--- src/rtl/sobel_frame_ctrl.sv ---
// Raster-stream frame controller feeding a combinational 3x3 Sobel core.
// Optional `SOBEL_THRESH_EN adds a thresh input that binarises edge_out.
module sobel_frame_ctrl #(
    parameter int IMG_ROWS = 147,
    parameter int IMG_COLS = 143,
    parameter int PIX_W    = 8
) (
    input  logic             clk,
    input  logic             reset,
    input  logic             start,
    input  logic [PIX_W-1:0] pix_in,
    input  logic             pix_valid,
    output logic             pix_ready,
    output logic [PIX_W-1:0] core_z1,
    output logic [PIX_W-1:0] core_z2,
    output logic [PIX_W-1:0] core_z3,
    output logic [PIX_W-1:0] core_z4,
    output logic [PIX_W-1:0] core_z6,
    output logic [PIX_W-1:0] core_z7,
    output logic [PIX_W-1:0] core_z8,
    output logic [PIX_W-1:0] core_z9,
    input  logic [PIX_W-1:0] core_z_out,
    output logic [PIX_W-1:0] edge_out,
    output logic             edge_valid,
    input  logic             edge_ready,
`ifdef SOBEL_THRESH_EN
    input  logic [PIX_W-1:0] thresh,
`endif
    output logic             busy,
    output logic             done
);

    localparam int RW = (IMG_ROWS > 1) ? $clog2(IMG_ROWS) : 1;
    localparam int CW = (IMG_COLS > 1) ? $clog2(IMG_COLS) : 1;

    typedef enum logic [1:0] {IDLE, RUN, FLUSH, DONE} state_t;

    state_t           state_q;
    logic [RW-1:0]    row_q;
    logic [CW-1:0]    col_q;
    logic [PIX_W-1:0] top_q [3];
    logic [PIX_W-1:0] mid_q [3];
    logic [PIX_W-1:0] bot_q [3];
    logic [PIX_W-1:0] lb0_q [IMG_COLS];
    logic [PIX_W-1:0] lb1_q [IMG_COLS];
    logic [PIX_W-1:0] edge_q;
    logic             edge_vld_q;
    logic             cap_q;
    logic             busy_q;
    logic             done_q;

    logic             slot_free;
    logic             accept;
    logic             last_pix;
    logic             win_done;
    logic             cap_d;
    logic [PIX_W-1:0] cap_val;

    assign slot_free = !edge_vld_q || edge_ready;
    assign pix_ready = (state_q == RUN) && slot_free;
    assign accept    = pix_valid && pix_ready;
    assign last_pix  = (row_q == RW'(IMG_ROWS-1)) && (col_q == CW'(IMG_COLS-1));
    assign win_done  = accept && (row_q >= RW'(2)) && (col_q >= CW'(2));
    // A pending capture waits for the output slot; accepts are blocked meanwhile.
    assign cap_d     = win_done || (cap_q && !slot_free);

`ifdef SOBEL_THRESH_EN
    assign cap_val = (core_z_out >= thresh) ? '1 : '0;
`else
    assign cap_val = core_z_out;
`endif

    always_ff @(posedge clk) begin
        if (reset) begin
            state_q    <= IDLE;
            row_q      <= '0;
            col_q      <= '0;
            edge_q     <= '0;
            edge_vld_q <= 1'b0;
            cap_q      <= 1'b0;
            busy_q     <= 1'b0;
            done_q     <= 1'b0;
            for (int i = 0; i < 3; i++) begin
                top_q[i] <= '0;
                mid_q[i] <= '0;
                bot_q[i] <= '0;
            end
        end else begin
            unique case (state_q)
                IDLE: begin
                    if (start) begin
                        state_q <= RUN;
                        row_q   <= '0;
                        col_q   <= '0;
                        busy_q  <= 1'b1;
                    end
                end
                RUN: begin
                    if (accept) begin
                        if (last_pix) state_q <= FLUSH;
                        if (col_q == CW'(IMG_COLS-1)) begin
                            col_q <= '0;
                            row_q <= row_q + 1'b1;
                        end else begin
                            col_q <= col_q + 1'b1;
                        end
                    end
                end
                FLUSH: begin
                    if (!cap_q && slot_free) begin
                        state_q <= DONE;
                        done_q  <= 1'b1;
                        busy_q  <= 1'b0;
                    end
                end
                DONE: begin
                    state_q <= IDLE;
                    done_q  <= 1'b0;
                end
            endcase

            if (accept) begin
                top_q[0] <= top_q[1];
                top_q[1] <= top_q[2];
                top_q[2] <= lb1_q[col_q];
                mid_q[0] <= mid_q[1];
                mid_q[1] <= mid_q[2];
                mid_q[2] <= lb0_q[col_q];
                bot_q[0] <= bot_q[1];
                bot_q[1] <= bot_q[2];
                bot_q[2] <= pix_in;
            end

            cap_q <= cap_d;
            if (cap_q && slot_free) begin
                edge_q     <= cap_val;
                edge_vld_q <= 1'b1;
            end else if (edge_ready) begin
                edge_vld_q <= 1'b0;
            end
        end
    end

    always_ff @(posedge clk) begin
        if (accept) begin
            lb1_q[col_q] <= lb0_q[col_q];
            lb0_q[col_q] <= pix_in;
        end
    end

    assign core_z1    = top_q[0];
    assign core_z2    = top_q[1];
    assign core_z3    = top_q[2];
    assign core_z4    = mid_q[0];
    assign core_z6    = mid_q[2];
    assign core_z7    = bot_q[0];
    assign core_z8    = bot_q[1];
    assign core_z9    = bot_q[2];
    assign edge_out   = edge_q;
    assign edge_valid = edge_vld_q;
    assign busy       = busy_q;
    assign done       = done_q;

endmodule

--- config.mk ---
export PLATFORM = sky130hd
export DESIGN_NAME = sobel_frame_ctrl
export DESIGN_NICKNAME = d
export VERILOG_FILES = /design/src/rtl/sobel_frame_ctrl.sv
export SDC_FILE = /design/constraint.sdc
export NUM_CORES = 2
export LEC_CHECK = 0
export BUFFER_PORTS_ARGS = -buffer_cell sky130_fd_sc_hd__buf_2
export CORE_UTILIZATION = 40
export DETAILED_ROUTE_END_ITERATION = 10
export GPL_TIMING_DRIVEN = 0
export SYNTH_ARGS = -nofsm -noshare
export SYNTH_HDL_FRONTEND = slang
export SYNTH_SLANG_ARGS = --single-unit
--- constraint.sdc ---
create_clock -name clk -period 5.02 [get_ports clk]
set_input_delay 0.251 -clock clk [delete_from_list [all_inputs] [get_ports clk]]
set_output_delay 0.251 -clock clk [all_outputs]
set_load 0.02 [all_outputs]
Word-level counts from Yosys, hierarchy flattened
Memory sizes are Yosys's and may differ from the RTL's. A register that Yosys moved wholly into a read port is not among the register bits.
Cells that the tools add are included.
{ "totals": {"register_bits": 30, "ram_bits": 2360, "memories": 5, "in_bits": 21} }
{ "op_classes": {"magnitude_cmp": 2, "bitwise_logic": 9, "eq_ne": 10, "n_mux": 38, "reduce_logical": 23, "addsub": 2} }
{ "mem_list": {"columns": ["memory", "words", "width", "rd", "rd_clocked_by_memory_dff", "write_ports", "line", "text"], "rows": [
  ["lb0_q", 143, 8, 1, 1, 1, "44", "logic [PIX_W-1:0] lb0_q [IMG_COLS];"],
  ["lb1_q", 143, 8, 1, 1, 1, "45", "logic [PIX_W-1:0] lb1_q [IMG_COLS];"],
  ["bot_q", 3, 8, 3, 0, 3, "43", "logic [PIX_W-1:0] bot_q [3];"],
  ["mid_q", 3, 8, 3, 0, 3, "42", "logic [PIX_W-1:0] mid_q [3];"],
  ["top_q", 3, 8, 3, 0, 3, "41", "logic [PIX_W-1:0] top_q [3];"]
]} }
{ "ops": {"columns": ["cell", "count"], "rows": [
  ["8-bit two-way mux", 18],
  ["8-bit case mux with 2 select lines", 2],
  ["8-bit by 1-bit adder with 8-bit output (second input constant)", 2],
  ["8-bit == test (second input constant)", 2],
  ["8-bit by 2-bit >= comparator with 1-bit output (second input constant)", 2],
  ["1-bit two-way mux", 11],
  ["1-bit bitwise OR", 9],
  ["1-bit logical AND", 8],
  ["2-bit two-way mux", 4],
  ["2-bit inequality test (second input constant)", 4],
  ["2-bit case mux with 4 select lines", 1],
  ["4-bit AND reduction", 2],
  ["2-bit nonzero test", 4],
  ["3-bit AND reduction", 2],
  ["2-bit == test (second input constant)", 2],
  ["1-bit case mux with 2 select lines", 2],
  ["1-bit zero test", 3],
  ["2-bit by 1-bit == test with 1-bit output (second input constant)", 1],
  ["2-bit zero test", 1],
  ["1-bit logical OR", 2],
  ["2-bit by 1-bit inequality test with 1-bit output (second input constant)", 1],
  ["2-bit AND reduction", 1]
]} }

Depth between registers and ports, before layout
{ "logic_depth": {"depth_word": 8, "mapped_depth": 13} }

Worst setup path after synthesis
No wires, ideal clock.
{ "synth_path": {"kind": "register -> register", "from": "reg with a tool-made name", "to": "mem lb1_q[0][2] (data pin)", "arrival_time_ns": 3.972, "setup_slack_ns": 0.070, "period_less_slack_ns": 4.950, "t_required_ns": 4.042, "setup_time_ns": 0.978, "stages_incl_launch_ff": 10, "path_buffers": 4, "cell_sequence": "dfxtp_1 > buf_6 > buf_4 > buf_4 > buf_4 > mux4_2 > nand2_1 > a21oi_1 > o311ai_0 > nand3_1"} }
{ "synth_rtl": {"columns": ["element", "line"], "rows": [
  ["end, declared", "45"]
]} }

==> reports/results.ini <==
[timing]
slew-limit-headroom_pct=-12.16
holdWs_ns=0.1045
fin_skew_ns=0.07495
rsz0062_at_grt=false
finalSetupTns_ns=-68.03
tightest_slew_ns=1.676
setup_viol=670
worst_slack_ns=-0.3969
fin_crit_sh_pct=107.9
finalMaxSlewViolations=62
post-route-min-period_ns=5.417
fmax_mhz=184.6
hold_violations=0

[pwr]
ir_worst_vdd_mv=0.3947
p_per_area_nw_per_um2=455.2
p_leak_nw=33.70

[synthesis]
synth_top_area_share_pct=76.32
synth_area_per_cell_um2=21.37
netlist_top_cells_area=edfxtp_1 76%, mux4_2 14%, mux2i_1 1.9%
synth_cells=4346
ys_ff_latch=2398
yosys_most_used_dff=edfxtp_1
synth.distinct_cells=67
synth_top_cell_by_area=edfxtp_1
yosysWarnings=0
synth_seq_area_share_pct=77.14
synth_nets=4378
async_reset_ff_share_pct=0
synth_edf_count=2360
syn-cell-area_um2=92860

[routing]
dr.pass1.iters=8
wirelength_um=349500
drt-initial-drc-count=10230
vias_per_cell=6.476
via_count=52390
routedWlPerCell_um=43.20
detail-route-antenna-nets=0
drc=0

[worst_setup_path]
critPathTopFamily=compound AO/OA/AOI/OAI gates
crit_path_max_incr_delay_ns=0.84
arrival_ns=6.08
worstPathBufferInverterCount=4
end_kind=register
path_cells=clkbuf_1 -> buf_4 -> buf_2 -> nand2_1 -> clkbuf_2 -> o221ai_1 -> a21oi_1 -> o311ai_1 -> o311ai_0 -> a31oi_1
critical_path_class=register to register
critPathRequiredTime_ns=5.69
startpoint_type=register
crit_fanout=10
slowest_stage=o311ai_1

[placement]
port_buffers=96
place_inst=7591
dp_hpwl_um=225300
routabilityCongestion=1.018

[hold_path]
holdCritStartpoint=reset
hp-class=input port to register

[clock_network]
cts_tree=done
cts-root-buf=clkbuf_16
htreeDepth=4
clockBufferDepth=3
cts_buffers=239
clock_sinks=2398
path_clk_slew_ns=0.06
clk_latency_ns=0.95

[floorplanning]
rows=176
fp.dieH_um=483.8
start_util_pct=40.31
pin_count=97
design.core.area_um2=230300
dieArea_um2=234100
dieWidth_um=483.8

[global_routing]
grt_usage_pct=29.61
overflow=0
grt_pass1_vias=48720
grt_max_degree=95
grt_pass1_wl_um=456300
antenna_found_initial=31

[outcome]
status=complete, but fails checks
violations=capacitance limit, slew limit, setup timing

[run]
maxCapViolCount=6

[finish]
area_delta_synth_final_pct=17.04
nets=4880
fin_util_pct=47.18
nFillCells=18860
drive_above_1_share_pct=30.50
final_cell_count_no_fill=8090

==> tightest hold or removal path: cells and delay by family <==
| family | cells | cell delay (ns) |
|---|---|---|
| buffers and inverters | 1 | 0.11 |
| and+or+nand+nor | 2 | 0.46 |
==> kinds of logic after synthesis <==
logic type,after synthesis,synth area share (%)
flops,2398,77.14
mux,751,15.63
simple gates,597,2.952
compound gates,311,2.303
buf+inv,267,1.725
xor+xnor,11,0.1038
fa+ha+maj,11,0.1482
==> registers in the layout (all words and copies together) (netlist names), named ones only <==
name / count
bot_q: 24
busy: 1
cap_q: 1
col_q: 8
done: 1
edge_out: 8
edge_valid: 1
lb0_q: 1144
lb1_q: 1144
mid_q: 24
row_q: 8
state_q: 2
top_q: 24
==> layout make-up <==
type / instances / area, µm² / share of cell area, %
clock buffer: 288 / 6271 / 5.770
timing repair buffer: 251 / 3281 / 3.019
inverter: 15 / 62.56 / 0.05756
antenna: 14 / 35.03 / 0.03223
multi-input combinational: 1693 / 20570 / 18.93
buffer: 250 / 1702 / 1.566
clock inverter: 155 / 1348 / 1.240
tap: 3026 / 3786 / 3.484
sequential: 2398 / 71630 / 65.91
==> worst paths after layout <==
path | end | slack (ns) | cells after the start
setup reg to reg | top_q[0][23] | -0.40 | 10
hold / removal | top_q[0][20] | 0.10 | 3
setup / recovery | top_q[0][23] | -0.40 | 10
hold reg to reg | edge_out[6] | 0.46 | 2
==> power breakdown <==
group,internal (mW),total [mW],switching (mW)
Sequential,23.2,23.2,0.0708
Clock,9.71,17.6,7.93
Combinational,2.58,8.60,6.02
Total,35.5,49.5,14.0
==> Yosys cell counts (27+ instances only) <==
master / number
edfxtp_1: 2360
mux4_2: 557
nor2_1: 203
mux2i_1: 172
nand2_1: 162
buf_2: 82
clkbuf_1: 76
and2_1: 70
nand3_1: 63
a21oi_1: 58
o21ai_0: 48
buf_4: 45
dfxtp_1: 38
a22oi_1: 37
buf_6: 34
o22ai_1: 32
o221ai_1: 27
==> routing by layer <==
| metal | share of wire [%] | up-vias | global-route usage, % | routed length, µm |
|---|---|---|---|---|
| met3 | 15 | 932 | 10.70 | 51090 |
| li1 | - | 19190 | - | - |
| met4 | 7.1 | 18 | 18.13 | 24870 |
| met1 | 36 | 27720 | 39.05 | 125400 |
| met2 | 42 | 4530 | 41.70 | 147800 |
| met5 | 0.069 | - | 0.1633 | 240 |
==> metrics by stage <==
step           area, µm²  worst slack, ns  power, mW
3_5_place_dp      100300           -1.476      31.68
2_1_floorplan      92860          0.07018      27.90
3_3_place_gp       97120           -6.041      31.77
4_1_cts           108600          0.01382      49.13
5_1_grt           108700        0.0009166      50.17
6_report          108700          -0.3969      49.47
==> timing repair <==
| item | 4_1_cts | 5_1_grt |
|---|---|---|
| hold buffers | 18 | 0 |
| resized for setup | 83 | 17 |
| pin swaps | 11 | 3 |
| endpoints found under the hold margin | 487 | 0 |
| cloned | 12 | 0 |
| setup buffers | 12 | 2 |
| setup endpoints to repair | 1158 | 600 |
==> cell usage in the layout (no fill, tap or decap), types with 22 or more instances in the layout <==
cell type	instances
a21oi_1	58
a22oi_1	37
and2_1	70
buf_16	49
buf_2	135
buf_4	92
buf_6	42
buf_8	75
clkbuf_1	97
clkbuf_16	244
clkinv_1	60
clkinv_2	49
dfxtp_1	38
edfxtp_1	2360
mux2_2	22
mux2i_1	170
mux4_2	557
nand2_1	159
nand3_1	56
nor2_1	59
nor2_2	105
nor2_4	39
o21ai_0	46
o221ai_1	27
o22ai_1	32
Note: power is estimated with default switching activity, not from simulation.
